--- src/rtl/fm_cmn_bram_fifo_00_pkg.sv ---
// Shared types for the BRAM-backed first-word-fall-through FIFO.
// Classifies each cycle's push/pop pair into a level-counter operation.
package fm_cmn_bram_fifo_00_pkg;

    typedef enum logic [1:0] {
        LVL_HOLD = 2'd0,
        LVL_INC  = 2'd1,
        LVL_DEC  = 2'd2
    } lvl_op_e;

    function automatic lvl_op_e lvl_op(input logic push, input logic pop);
        if (push && !pop) begin
            return LVL_INC;
        end else if (pop && !push) begin
            return LVL_DEC;
        end
        return LVL_HOLD;
    endfunction

endpackage

--- src/rtl/fm_cmn_bram_fifo_00_if.sv ---
// Stream bundle between a FIFO user (master) and the FIFO controller (slave).
interface fm_cmn_bram_fifo_00_if #(
    parameter int P_WIDTH = 32,
    parameter int P_RANGE = 4
);
    // A word moves on a rising edge when valid and ready are both high and
    // i_flush is low; valid never waits for ready, ready never waits for valid.
    logic               i_flush;
    logic               i_wr_valid;
    logic               o_wr_ready;
    logic [P_WIDTH-1:0] i_wr_data;
    logic               o_rd_valid;
    logic               i_rd_ready;
    logic [P_WIDTH-1:0] o_rd_data;
    logic [P_RANGE:0]   o_level;
    logic               o_afull;

    modport master (
        output i_flush, i_wr_valid, i_wr_data, i_rd_ready,
        input  o_wr_ready, o_rd_valid, o_rd_data, o_level, o_afull
    );

    modport slave (
        input  i_flush, i_wr_valid, i_wr_data, i_rd_ready,
        output o_wr_ready, o_rd_valid, o_rd_data, o_level, o_afull
    );

endinterface

--- src/rtl/fm_cmn_bram_00.sv ---
// Simple dual-port RAM: synchronous write on port a, registered read address
// on port dpra, so dpo shows a same-edge write to that address (write-through).
module fm_cmn_bram_00 #(
    parameter int P_WIDTH = 32,
    parameter int P_RANGE = 4
) (
    input  logic               clk,
    input  logic               we,
    input  logic [P_RANGE-1:0] a,
    input  logic [P_WIDTH-1:0] di,
    input  logic [P_RANGE-1:0] dpra,
    output logic [P_WIDTH-1:0] dpo
);

    logic [P_WIDTH-1:0] mem [1<<P_RANGE];
    logic [P_RANGE-1:0] dpra_q;

    always_ff @(posedge clk) begin
        if (we) begin
            mem[a] <= di;
        end
        dpra_q <= dpra;
    end

    assign dpo = mem[dpra_q];

endmodule

--- src/rtl/fm_cmn_bram_fifo_00.sv ---
// First-word-fall-through FIFO controller around fm_cmn_bram_00: the read
// address is steered one entry ahead on a pop so the next head is ready on dpo.
module fm_cmn_bram_fifo_00
    import fm_cmn_bram_fifo_00_pkg::*;
#(
    parameter int P_WIDTH    = 32,
    parameter int P_RANGE    = 4,
    parameter int P_DEPTH    = 1 << P_RANGE,
    parameter int P_AFULL_TH = P_DEPTH - 2
) (
    input  logic                 clk_core,
    input  logic                 rst,
    fm_cmn_bram_fifo_00_if.slave bus
);

    localparam logic [P_RANGE:0] L_DEPTH = P_DEPTH[P_RANGE:0];
    localparam logic [P_RANGE:0] L_AFULL = P_AFULL_TH[P_RANGE:0];

    logic [P_RANGE-1:0] wr_ptr;
    logic [P_RANGE-1:0] rd_ptr;
    logic [P_RANGE-1:0] dpra;
    logic [P_RANGE:0]   level;
    logic [P_RANGE:0]   level_next;
    logic               afull;
    logic               full;
    logic               push;
    logic               pop;
    lvl_op_e            op;

    // No pass-through when full: ready only reopens the cycle after a pop.
    assign full           = (level == L_DEPTH);
    assign bus.o_wr_ready = !full;
    assign bus.o_rd_valid = (level != '0);
    assign bus.o_level    = level;
    assign bus.o_afull    = afull;

    assign push = bus.i_wr_valid && !full && !bus.i_flush;
    assign pop  = bus.o_rd_valid && bus.i_rd_ready && !bus.i_flush;
    assign op   = lvl_op(push, pop);

    always_comb begin
        level_next = level;
        unique case (op)
            LVL_INC: level_next = level + 1'b1;
            LVL_DEC: level_next = level - 1'b1;
            default: level_next = level;
        endcase
        if (bus.i_flush) begin
            level_next = '0;
        end
    end

    always_comb begin
        dpra = rd_ptr;
        if (bus.i_flush) begin
            dpra = '0;
        end else if (pop) begin
            dpra = rd_ptr + 1'b1;
        end
    end

    always_ff @(posedge clk_core or posedge rst) begin
        if (rst) begin
            wr_ptr <= '0;
            rd_ptr <= '0;
            level  <= '0;
            afull  <= 1'b0;
        end else if (bus.i_flush) begin
            wr_ptr <= '0;
            rd_ptr <= '0;
            level  <= '0;
            afull  <= 1'b0;
        end else begin
            if (push) begin
                wr_ptr <= wr_ptr + 1'b1;
            end
            if (pop) begin
                rd_ptr <= rd_ptr + 1'b1;
            end
            level <= level_next;
            afull <= (level_next >= L_AFULL);
        end
    end

    fm_cmn_bram_00 #(
        .P_WIDTH (P_WIDTH),
        .P_RANGE (P_RANGE)
    ) u_bram (
        .clk  (clk_core),
        .we   (push),
        .a    (wr_ptr),
        .di   (bus.i_wr_data),
        .dpra (dpra),
        .dpo  (bus.o_rd_data)
    );

endmodule
--- src/flat_wrapper.sv ---
// flat-port wrapper written by rule: the top's interface ports become plain ports
module fm_cmn_bram_fifo_00_flat import fm_cmn_bram_fifo_00_pkg::*;
#(
    parameter int P_WIDTH    = 32,
    parameter int P_RANGE    = 4,
    parameter int P_DEPTH    = 1 << P_RANGE,
    parameter int P_AFULL_TH = P_DEPTH - 2
)
  (clk_core, rst, bus_i_flush, bus_i_wr_valid, bus_i_wr_data, bus_i_rd_ready, bus_o_wr_ready, bus_o_rd_valid, bus_o_rd_data, bus_o_level, bus_o_afull);
  fm_cmn_bram_fifo_00_if #(.P_WIDTH(P_WIDTH), .P_RANGE(P_RANGE)) bus_i ();
  input  logic clk_core;
  input  logic rst;
  input wire logic [$bits(bus_i.i_flush)-1:0] bus_i_flush;
  input wire logic [$bits(bus_i.i_wr_valid)-1:0] bus_i_wr_valid;
  input wire logic [$bits(bus_i.i_wr_data)-1:0] bus_i_wr_data;
  input wire logic [$bits(bus_i.i_rd_ready)-1:0] bus_i_rd_ready;
  output wire logic [$bits(bus_i.o_wr_ready)-1:0] bus_o_wr_ready;
  output wire logic [$bits(bus_i.o_rd_valid)-1:0] bus_o_rd_valid;
  output wire logic [$bits(bus_i.o_rd_data)-1:0] bus_o_rd_data;
  output wire logic [$bits(bus_i.o_level)-1:0] bus_o_level;
  output wire logic [$bits(bus_i.o_afull)-1:0] bus_o_afull;
  assign bus_i.i_flush = bus_i_flush;
  assign bus_i.i_wr_valid = bus_i_wr_valid;
  assign bus_i.i_wr_data = bus_i_wr_data;
  assign bus_i.i_rd_ready = bus_i_rd_ready;
  assign bus_o_wr_ready = bus_i.o_wr_ready;
  assign bus_o_rd_valid = bus_i.o_rd_valid;
  assign bus_o_rd_data = bus_i.o_rd_data;
  assign bus_o_level = bus_i.o_level;
  assign bus_o_afull = bus_i.o_afull;
  fm_cmn_bram_fifo_00 #(.P_WIDTH(P_WIDTH), .P_RANGE(P_RANGE), .P_DEPTH(P_DEPTH), .P_AFULL_TH(P_AFULL_TH)) u_core (.clk_core(clk_core), .rst(rst), .bus(bus_i));
endmodule
--- config.mk ---
export PLATFORM = sky130hd
export DESIGN_NAME = fm_cmn_bram_fifo_00_flat
export DESIGN_NICKNAME = d
export VERILOG_FILES = /design/src/rtl/fm_cmn_bram_fifo_00_pkg.sv /design/src/rtl/fm_cmn_bram_fifo_00_if.sv /design/src/rtl/fm_cmn_bram_00.sv /design/src/rtl/fm_cmn_bram_fifo_00.sv /design/src/flat_wrapper.sv
export SDC_FILE = /design/constraint.sdc
export NUM_CORES = 1
export LEC_CHECK = 0
export ABC_AREA = 1
export ABC_CLOCK_PERIOD_IN_PS = 4200
export BUFFER_PORTS_ARGS = -buffer_cell sky130_fd_sc_hd__buf_2
export CORE_MARGIN = 8
export CORE_UTILIZATION = 55
export DETAILED_ROUTE_END_ITERATION = 10
export PLACE_DENSITY = 0.72
export SLEW_MARGIN = 15
export SYNTH_ARGS = -nofsm -noshare
export SYNTH_HDL_FRONTEND = slang
export SYNTH_SLANG_ARGS = --single-unit
export TNS_END_PERCENT = 100
--- constraint.sdc ---
create_clock -name clk_core -period 4.2 [get_ports clk_core]
set_input_delay 0.21 -clock clk_core [delete_from_list [all_inputs] [get_ports clk_core]]
set_output_delay 0.21 -clock clk_core [all_outputs]
set_load 0.05 [all_outputs]
==> results of run 1 <==
==> repair_timing <==
action / in CTS / in global routing
hold buffers: 22 / 0
endpoints found under the hold margin: 240 / 0
buffers inserted: 0 / 0
==> critical path: stages (launching register included) <==
cell     delay, ns
dfxtp_4       0.85
buf_12        0.40
a21oi_1       0.14
o21ai_1       0.12
nand3_1       0.11
nand3_1       0.23
nand2_1       0.08
buf_2         0.22
==> routing by layer <==
layer | vias to the layer above | track usage (%)
met5 | - | 0
met4 | 0 | 7.39
met3 | 90 | 2.98
met2 | 429 | 33.2
met1 | 6462 | 25.8
li1 | 6409 | -
==> final cells by class <==
class,count,share of cell area (%)
Multi-Input combinational cell,853,18.4
Clock buffer,70,5.69
Tap cell,525,2.67
Sequential cell,530,64.2
Clock inverter,25,0.910
Timing Repair Buffer,122,3.81
Inverter,282,4.30
==> layout by cell type, fill, tap and decap left out, drive strengths merged <==
cell type and count:
edfxtp 512, inv 285, nand3 204, nand2 203
a21oi 137, o21ai 134, o211ai 128, buf 100
clkbuf 70, nor2 26, dlygate4sd3 22, clkinv 17
dfrtp 14, ha 8, nor3 5, bufinv 4
dfxtp 4, nand4 2, xor2 2, and2 1
nor3b 1, xnor2 1, o31ai 1, clkinvlp 1
==> power by group <==
group / switching, W / internal [W]
Sequential: 0.000110 / 0.00587
Clock: 0.00189 / 0.00258
Combinational: 0.00142 / 0.000546
==> state kept, by name, summed over array words and instances (netlist names), named ones only <==
signal,count
u_core.u_bram.mem,512
u_core.bus.o_level,5
u_core.rd_ptr,4
u_core.wr_ptr,4
u_core.bus.o_afull,1
==> cells by family after synthesis <==
family          Yosys count  synth area share, %
compound gates          400                 10.7
xor+xnor                  3                0.119
fa+ha+maj                 8                0.454
buf+inv                 390                 8.24
flops                   530                 71.7
simple gates            442                 8.77
==> metrics by stage <==
stage | cell area [sq um] | power [W] | std cells | TNS [ns]
3_5_place_dp | 22700 | 0.00805 | 2286 | 0
6_report | 24600 | 0.0124 | 2407 | 0
5_1_grt | 24600 | 0.0129 | 2407 | 0
3_3_place_gp | 22700 | 0.00803 | 2286 | 0
2_1_floorplan | 22000 | 0.00771 | 1773 | -21.89
4_1_cts | 24500 | 0.0125 | 2403 | 0
==> path summary, 6_finish.rpt <==
kind | start | end | cells past startpoint
max | flip-flop | bus_o_rd_data[22] | 7
max in group asynchronous | rst | u_core.rd_ptr[3] | 3
min reg2reg | u_core.bus.o_level[0] | u_core.bus.o_level[0] | 1
min in group asynchronous | rst | u_core.bus.o_level[4] | 3
min | bus_i_wr_data[1] | u_core.u_bram.mem[3][1] | 1
max reg2reg | u_core.bus.o_level[2] | u_core.bus.o_afull | 19
==> impl_metrics.env, run 1 <==
export IMPL_outcome="completed"
export IMPL_synth_top_cell_area_share_pct=69.8
export IMPL_wl_met2_mm=22.9
export IMPL_cap_violations=0
export IMPL_fin_crit_ns=3.02
export IMPL_yosysWarnings=0
export IMPL_cts_resized=0
export IMPL_routed_wl_mm=46.7
export IMPL_postSynthCellCount=1773
export IMPL_initial_core_util_pct=55.6
export IMPL_synthTopCellsByCount="edfxtp_1 (512), inv_1 (281), nand3_1 (204)"
export IMPL_arrival_ns=2.81
export IMPL_leakage_nw=8.88
export IMPL_final_period_utilization_pct=72.0
export IMPL_io_buffers=76
export IMPL_grt_overflow_total=0
export IMPL_max_slew_margin_pct=18.9
export IMPL_cts_tree="done"
export IMPL_start_kind="flip-flop"
export IMPL_hp_class="input port to flip-flop"
export IMPL_seq_area_sq_um=15800
export IMPL_rrSetupSlack_ns=1.29
export IMPL_critPathRequiredTime_ns=3.99
export IMPL_grt_usage_pct=19.8
export IMPL_cts_path_max_buffers=3
export IMPL_fmax_ghz=0.331
export IMPL_yosys_most_used_dff="edfxtp_1"
export IMPL_grt_pass1_wl_mm=73.1
export IMPL_final_layout_size_suffix_gt1_share_pct=10.4
export IMPL_critical_path_max_fanout=101
export IMPL_drt_drc_violations_left=0
export IMPL_mappedNetlistNets=1818
export IMPL_synth_distinct_cells=29
export IMPL_clk_latency_ns=0.60
export IMPL_irDropWorstVdd_mv=0.382
export IMPL_num_rows=73
export IMPL_hpwl_mm=25.5
export IMPL_wl_met1_mm=19.8
export IMPL_dr_pass1_iters=5
export IMPL_whs_ns=0.0248
export IMPL_clk_pin_slew_ns=0.06
export IMPL_vias_per_cell=5.56
export IMPL_grt_max_degree=109
export IMPL_grt_antenna_before_repair=0
export IMPL_worstMarginPinSlew_ns=1.21
export IMPL_syn2layout_area_growth_pct=11.7
export IMPL_synth_area_per_cell_sq_um=12.4
export IMPL_routed_top_layer="met4"
export IMPL_wl_per_cell_um=19.4
export IMPL_async_reset_ff_share_pct=2.64
export IMPL_fillCellCount=3024
export IMPL_netlist_area_sq_um=22000
export IMPL_multiInputGateArea_sq_um=4520
export IMPL_worstSetupPathType="flip-flop to output port"
export IMPL_wl_met3_mm=2.74
export IMPL_drv_slew=0
export IMPL_fp_dieH_um=216
export IMPL_grt_pass1_vias=13100
export IMPL_num_io_pins=77
export IMPL_clkSinkCount=530
export IMPL_dr_total_vias=13400
export IMPL_synth_top_area_cell="edfxtp_1"
export IMPL_cts_made_buffers=53
export IMPL_core_area_sq_um=39600
export IMPL_die_w_um=216
export IMPL_skew_ns=0.0215
export IMPL_antennaDiodeCount=0
export IMPL_setup_viol=0
export IMPL_die_area_sq_um=46700
export IMPL_h_tree_depth=2
export IMPL_hold_viol_final=0
export IMPL_synth_seq_area_share_pct=71.7
export IMPL_endpoint_kind="output port"
export IMPL_place_ws_ns=1.29
export IMPL_clockRootBuffer="clkbuf_16"
export IMPL_finalNetCount=1887
export IMPL_synth_edf_count=512
export IMPL_yosys_top_cells_area="edfxtp_1 (70%), inv_1 (4.8%), nand3_1 (4.6%)"
export IMPL_fin_ws_ns=1.18
export IMPL_drt_iter0_drc=1218
export IMPL_p_per_area_nw_per_um2=505
export IMPL_antenna_left=0
export IMPL_rsz0062_at_grt="false"
export IMPL_final_util_pct=62.1
export IMPL_synth_most_common_cell="edfxtp_1"
export IMPL_gp_congestion=0.793
export IMPL_synth_seq_cells=530
No activity file was read; power rests on OpenSTA's default activity.
==> run 2: changes to the inputs <==
--- a/config.mk
+++ b/config.mk
@@ -6,7 +6,7 @@
 export NUM_CORES = 1
 export LEC_CHECK = 0
 export ABC_AREA = 1
-export ABC_CLOCK_PERIOD_IN_PS = 4200
+export ABC_CLOCK_PERIOD_IN_PS = 2900
 export BUFFER_PORTS_ARGS = -buffer_cell sky130_fd_sc_hd__buf_2
 export CORE_MARGIN = 8
 export CORE_UTILIZATION = 55
==> constraint.sdc (replaced) <==
create_clock -name clk_core -period 2.9 [get_ports clk_core]
set_input_delay 0.145 -clock clk_core [delete_from_list [all_inputs] [get_ports clk_core]]
set_output_delay 0.145 -clock clk_core [all_outputs]
set_load 0.05 [all_outputs]
==> run 2 against run 1 <==
Cell area rose by 2.1%; critical path depth is 1 lower; hold slack gained 0.13 ns; clock power increased by 49%; first-iteration DRC count shrank 1.9%; global-route usage up 0.20 points; die area stayed put; highest routed layer unchanged; critical path type unchanged; power up 47%; largest power group unchanged; wire length rose by 0.49%; via count up 0.97%; flip-flop and latch count unchanged.
==> impl_metrics.env, run 2 (synthesis gave the netlist of run 1 again) <==
export IMPL_grt_met1_usage_pct=25.6
export IMPL_final_period_utilization_pct=89.9
export IMPL_finalNetCount=1927
export IMPL_initial_core_util_pct=55.6
export IMPL_fin_crit_ns=2.61
export IMPL_leakage_nw=9.12
export IMPL_irDropWorstVdd_mv=0.566
export IMPL_critPathMaxStageDelay_ns=0.66
export IMPL_fp_dieH_um=216
export IMPL_final_area_sq_um=25100
export IMPL_hold_viol_final=0
export IMPL_final_layout_size_suffix_gt1_share_pct=12.2
export IMPL_clockRootBuffer="clkbuf_16"
export IMPL_drv_slew=0
export IMPL_busiest_layer="met2"
export IMPL_die_w_um=216
export IMPL_netSwitchingFraction_pct=27.3
export IMPL_max_slew_margin_pct=33.3
export IMPL_cts_setup_buffers=0
export IMPL_p_per_area_nw_per_um2=726
export IMPL_multiInputGateArea_sq_um=4580
export IMPL_holdBufCountCts=36
export IMPL_cts_path_max_buffers=3
export IMPL_place_area_sq_um=23100
export IMPL_cts_resized=0
export IMPL_final_cell_mix="edfxtp_1 (512), inv_1 (279), nand3_1 (203)"
export IMPL_critPathRequiredTime_ns=2.76
export IMPL_place_inst=2316
export IMPL_vias_per_cell=5.52
export IMPL_clkSinkCount=530
export IMPL_drt_iter0_drc=1195
export IMPL_path_cells="buf_12 -> o211ai_1 -> nand3_1 -> nand3_1 -> nand2_1 -> buf_2"
export IMPL_dr_pass1_iters=5
export IMPL_met2_usage_pct=34.2
export IMPL_final_common_cell="edfxtp_1"
export IMPL_clk_pin_slew_ns=0.06
export IMPL_antenna_left=0
export IMPL_top_register="u_core.u_bram.mem"
export IMPL_grt_antenna_before_repair=1
export IMPL_endpoint_kind="output port"
export IMPL_cap_violations=0
export IMPL_h_tree_depth=2
export IMPL_start_kind="flip-flop"
export IMPL_grt_usage_pct=19.9
export IMPL_gp_congestion=0.792
export IMPL_die_area_sq_um=46700
export IMPL_tns_ns=0
export IMPL_hp_class="input port to async pin"
export IMPL_skew_ns=0.0177
export IMPL_slowest_stage="dfxtp_4"
export IMPL_core_area_sq_um=39600
export IMPL_dr_total_vias=13500
export IMPL_worstSetupPathType="flip-flop to output port"
export IMPL_worstMarginPinSlew_ns=1.00
export IMPL_arrival_ns=2.46
export IMPL_crit_top_cell="nand3_1"
export IMPL_critical_path_max_fanout=79
export IMPL_clk_latency_ns=0.59
export IMPL_outcome="completed"
export IMPL_num_rows=73
export IMPL_p_seq_share_pct=47.2
export IMPL_grt_max_degree=94
export IMPL_num_io_pins=77
export IMPL_largest_reg_flops=512
export IMPL_fmax_ghz=0.384
export IMPL_cts_tree="done"
export IMPL_fillCellCount=2976
export IMPL_grt_pass1_wl_mm=73.8
export IMPL_wl_per_cell_um=19.2
export IMPL_drt_drc_violations_left=0
export IMPL_clkPwrFrac_pct=36.5
export IMPL_seq_area_sq_um=15800
export IMPL_grt_overflow_total=0
export IMPL_rsz0062_at_grt="false"
export IMPL_setup_viol=0
export IMPL_hpwl_mm=26.6
export IMPL_grt_pass1_vias=13500
export IMPL_io_buffers=76
export IMPL_p_int_w=0.0133
export IMPL_instances_no_fill=2450
export IMPL_routed_wl_mm=46.9
export IMPL_grt_met3_usage_pct=3.22
export IMPL_combPwrFrac_pct=16.3
export IMPL_cts_made_buffers=53
export IMPL_power_switching_w=0.00497
export IMPL_syn2layout_area_growth_pct=14.1
## run 2: cell count changes in the layout (fill, tap and decap cells not counted), moves of 4 or more
| cell | delta |
|---|---|
| clkbuf_1 | -4 |
| dlygate4sd3_1 | +14 |
| buf_4 | +22 |
| buf_12 | +5 |
| dfrtp_2 | +5 |
| dfrtp_1 | -5 |
## run 2: power groups by stage
stage | clock network, W | logic [W] | registers, W
2_1_floorplan | 0 | 0.00241 | 0.00878
3_3_place_gp | 0 | 0.00290 | 0.00877
3_5_place_dp | 0 | 0.00295 | 0.00877
4_1_cts | 0.00678 | 0.00301 | 0.00861
5_1_grt | 0.00707 | 0.00329 | 0.00862
6_report | 0.00665 | 0.00298 | 0.00861
## run 2: metrics by stage
stage	total power, W	utilization (%)	hold WS (ns)	worst slack [ns]
final	0.0183	63.4	0.154	0.294
after global routing	0.0190	63.4	0.217	0.115
after CTS	0.0184	63.4	0.161	0.265
after detailed placement	0.0117	58.2	0.239	0.573
after global placement	0.0117	58.2	0.234	0.559
after floorplan	0.0112	-	0.0339	0.0238
## run 2: cell type report
class	instances	share of cell area, %
inverters	282	4.22
well taps	525	2.61
clock inverters	30	1.10
clock buffers	67	5.65
repair buffers	162	5.24
flip-flops and latches	530	62.9
multi-input cells	853	18.2
diodes	1	0.00996
## run 2: critical path, delay by kind of cell (launching register included)
| kind | cells | cell delay, ns |
|---|---|---|
| AO/OA/AOI/OAI | 1 | 0.17 |
| buffers and inverters | 2 | 0.62 |
| flip-flops | 1 | 0.66 |
| AND/OR/NAND/NOR | 3 | 0.34 |
## run 2: layer usage
metal | wire [um] | part of all wire [%]
met5 | 0 | 0
met3 | 2800 | 6.0
met4 | 1120 | 2.4
met2 | 23600 | 50
met1 | 19400 | 41
## run 2: final timing paths
check / from / endpoint / slack, ns / depth (start not counted)
hold reg to reg: u_core.bus.o_level[0] / u_core.bus.o_level[0] / 0.51 / 1
hold / removal: rst / u_core.rd_ptr[0] / 0.15 / 3
setup reg to reg: u_core.bus.o_level[1] / u_core.bus.o_afull / 0.59 / 19
max in group asynchronous: rst / u_core.bus.o_level[3] / 2.33 / 3
setup / recovery: flip-flop / bus_o_rd_data[26] / 0.29 / 6
min in group clk_core: bus_i_flush / u_core.rd_ptr[3] / 0.42 / 3
==> run 3: changes to the inputs <==
--- a/config.mk
+++ b/config.mk
@@ -11,7 +11,8 @@
 export CORE_MARGIN = 8
 export CORE_UTILIZATION = 55
 export DETAILED_ROUTE_END_ITERATION = 10
-export PLACE_DENSITY = 0.72
+export GPL_TIMING_DRIVEN = 0
+export PLACE_DENSITY_LB_ADDON = 0.08
 export SLEW_MARGIN = 15
 export SYNTH_ARGS = -nofsm -noshare
 export SYNTH_HDL_FRONTEND = slang
==> run 3 against run 2 <==
Register-to-register slack lost 0.12 ns; fmax shrank 6.2%; final cell count grew 3.6%; combinational power grew 30%; worst setup slack lost 0.17 ns; flip-flop and latch count is the same; global-route usage grew 6.3 points; sequential share of layout area shrank 2.2 points; die area is the same; critical path depth is the same; clock-buffer cell count grew 8; sequential power shrank 0.6%; critical path type unchanged; largest power group unchanged.
==> impl_metrics.env, run 3 (synthesis gave the netlist of run 1 again) <==
export IMPL_power_switching_w=0.00569
export IMPL_final_area_sq_um=26000
export IMPL_finalNetCount=2012
export IMPL_critPathRequiredTime_ns=2.76
export IMPL_hpwl_mm=40.1
export IMPL_dr_pass1_iters=7
export IMPL_cts_made_buffers=54
export IMPL_grt_pass1_wl_mm=91.5
export IMPL_fmax_ghz=0.360
export IMPL_top_register="u_core.u_bram.mem"
export IMPL_place_area_sq_um=23900
export IMPL_final_period_utilization_pct=95.8
export IMPL_fin_crit_ns=2.78
export IMPL_die_area_sq_um=46700
export IMPL_worstMarginPinSlew_ns=0.986
export IMPL_grt_antenna_before_repair=0
export IMPL_tns_ns=0
export IMPL_r2r_cells=7
export IMPL_r2r_start="u_core.bus.o_level[1]"
export IMPL_final_layout_size_suffix_gt1_share_pct=15.2
export IMPL_instances_no_fill=2538
export IMPL_grt_pass1_vias=14600
export IMPL_initial_core_util_pct=55.6
export IMPL_largest_reg_flops=512
export IMPL_clk_pin_slew_ns=0.06
export IMPL_fillCellCount=2957
export IMPL_clockRootBuffer="clkbuf_16"
export IMPL_antenna_left=0
export IMPL_critical_path_max_fanout=10
export IMPL_irDropWorstVdd_mv=0.570
export IMPL_leakage_nw=9.62
export IMPL_netSwitchingFraction_pct=29.3
export IMPL_gp_congestion=0.824
export IMPL_cts_setup_buffers=0
export IMPL_cap_violations=0
export IMPL_place_inst=2400
export IMPL_rsz0062_at_grt="false"
export IMPL_drv_slew=0
export IMPL_grt_max_degree=22
export IMPL_setup_viol=0
export IMPL_arrival_ns=2.63
export IMPL_skew_ns=0.00978
export IMPL_p_per_area_nw_per_um2=746
export IMPL_fp_dieH_um=216
export IMPL_final_common_cell="edfxtp_1"
export IMPL_start_kind="flip-flop"
export IMPL_rr_endpoint="u_core.u_bram.mem[7][20]"
export IMPL_seq_area_sq_um=15800
export IMPL_outcome="completed"
export IMPL_max_slew_margin_pct=34.3
export IMPL_core_area_sq_um=39600
export IMPL_multiInputGateArea_sq_um=4580
export IMPL_power_total_w=0.0194
export IMPL_cp_buffers_inverters=3
export IMPL_syn2layout_area_growth_pct=18.1
export IMPL_slowest_stage="buf_1"
export IMPL_final_cell_mix="edfxtp_1 (512), inv_1 (280), nand3_1 (203)"
export IMPL_vias_per_cell=5.86
export IMPL_clkPwrFrac_pct=36.0
export IMPL_num_io_pins=77
export IMPL_io_buffers=75
export IMPL_hold_viol_final=0
export IMPL_worstSetupPathType="flip-flop to output port"
export IMPL_wl_per_cell_um=24.6
export IMPL_h_tree_depth=2
export IMPL_cts_path_max_buffers=3
export IMPL_grt_overflow_total=0
export IMPL_clk_latency_ns=0.60
export IMPL_drt_iter0_drc=1858
export IMPL_combPwrFrac_pct=19.9
export IMPL_num_rows=73
export IMPL_routed_wl_mm=62.5
export IMPL_path_cells="inv_2 -> buf_1 -> nand3_1 -> nand3_1 -> nand2_1 -> buf_2"
export IMPL_grt_usage_pct=26.2
export IMPL_drt_drc_violations_left=0
export IMPL_hp_class="input port to async pin"
export IMPL_clkSinkCount=530
export IMPL_endpoint_kind="output port"
export IMPL_critPathMaxStageDelay_ns=0.78
export IMPL_p_seq_share_pct=44.1
export IMPL_rrSetupSlack_ns=0.47
export IMPL_cts_tree="done"
export IMPL_crit_top_cell="nand3_1"
export IMPL_dr_total_vias=14900
export IMPL_die_w_um=216
export IMPL_antennaDiodeCount=0
export IMPL_critPathTopFamily="buffers and inverters"
export IMPL_p_int_w=0.0137
==> run 3: cell count changes in the layout (fill, tap and decap cells not counted), moves of 4 or more <==
| cell | before | now |
|---|---|---|
| buf_8 | 0 | 8 |
| buf_4 | 34 | 8 |
| buf_6 | 0 | 37 |
| clkbuf_1 | 12 | 22 |
| buf_2 | 76 | 94 |
| buf_16 | 0 | 14 |
| clkbuf_2 | 0 | 33 |
| buf_1 | 0 | 6 |
| dfxtp_1 | 0 | 4 |
| buf_12 | 16 | 6 |
==> run 3: worst reg2reg max path, cell delays in order (launching register included) <==
cell     delay [ns]
dfrtp_2        0.43
nor2_2         0.06
nand4_1        0.11
nand2_2        0.12
inv_4          0.12
nand2_1        0.29
nor2_4         0.69
buf_12         0.29
==> run 3: repair_timing <==
| action | 4_1_cts | 5_1_grt |
|---|---|---|
| endpoints found under the hold margin | 540 | 0 |
| setup endpoints to repair | 32 | 20 |
| gates resized for setup | 14 | 14 |
| hold buffers | 36 | 0 |
==> run 3: metal layers <==
layer	track usage [%]	wire, um
met1	34.5	24700
met2	43.4	30300
met3	5.08	5500
met4	8.97	1940
met5	0	0
==> run 3: how the worst max path moves through the flow <==
stage | from | to | slack [ns] | depth (start not counted)
2_1_floorplan | u_core.bus.o_level[1] | u_core.bus.o_afull | 0.02 | 19
3_3_place_gp | bus_i_flush | u_core.u_bram.mem[6][18] | -0.59 | 5
3_5_place_dp | flip-flop | bus_o_rd_data[9] | 0.45 | 6
4_1_cts | flip-flop | bus_o_rd_data[27] | 0.01 | 7
5_1_grt | flip-flop | bus_o_rd_data[25] | 0.02 | 8
6_report | flip-flop | bus_o_rd_data[8] | 0.12 | 6
==> run 3: power groups by stage <==
stage / sequential, W / combinational (W) / clock, W
after CTS: 0.00856 / 0.00384 / 0.00702
final: 0.00856 / 0.00387 / 0.00697
after global placement: 0.00872 / 0.00370 / 0
after detailed placement: 0.00872 / 0.00378 / 0
after floorplan: 0.00878 / 0.00241 / 0
after global routing: 0.00857 / 0.00411 / 0.00732
==> run 3: cell type report <==
| class | count | area share [%] |
|---|---|---|
| clock buffers | 75 | 5.74 |
| well taps | 525 | 2.53 |
| inverters | 282 | 4.08 |
| multi-input cells | 853 | 17.6 |
| plain buffers | 108 | 3.04 |
| clock inverters | 27 | 1.05 |
| repair buffers | 138 | 5.18 |
| flip-flops and latches | 530 | 60.8 |
==> run 3: stage by stage <==
step	utilization [%]	setup WS [ns]	hold WS, ns
2_1_floorplan	-	0.0238	0.0339
3_3_place_gp	58.5	-0.594	0.222
3_5_place_dp	60.2	0.454	0.225
4_1_cts	65.6	0.0109	0.137
5_1_grt	65.6	0.0165	0.190
6_report	65.6	0.121	0.140
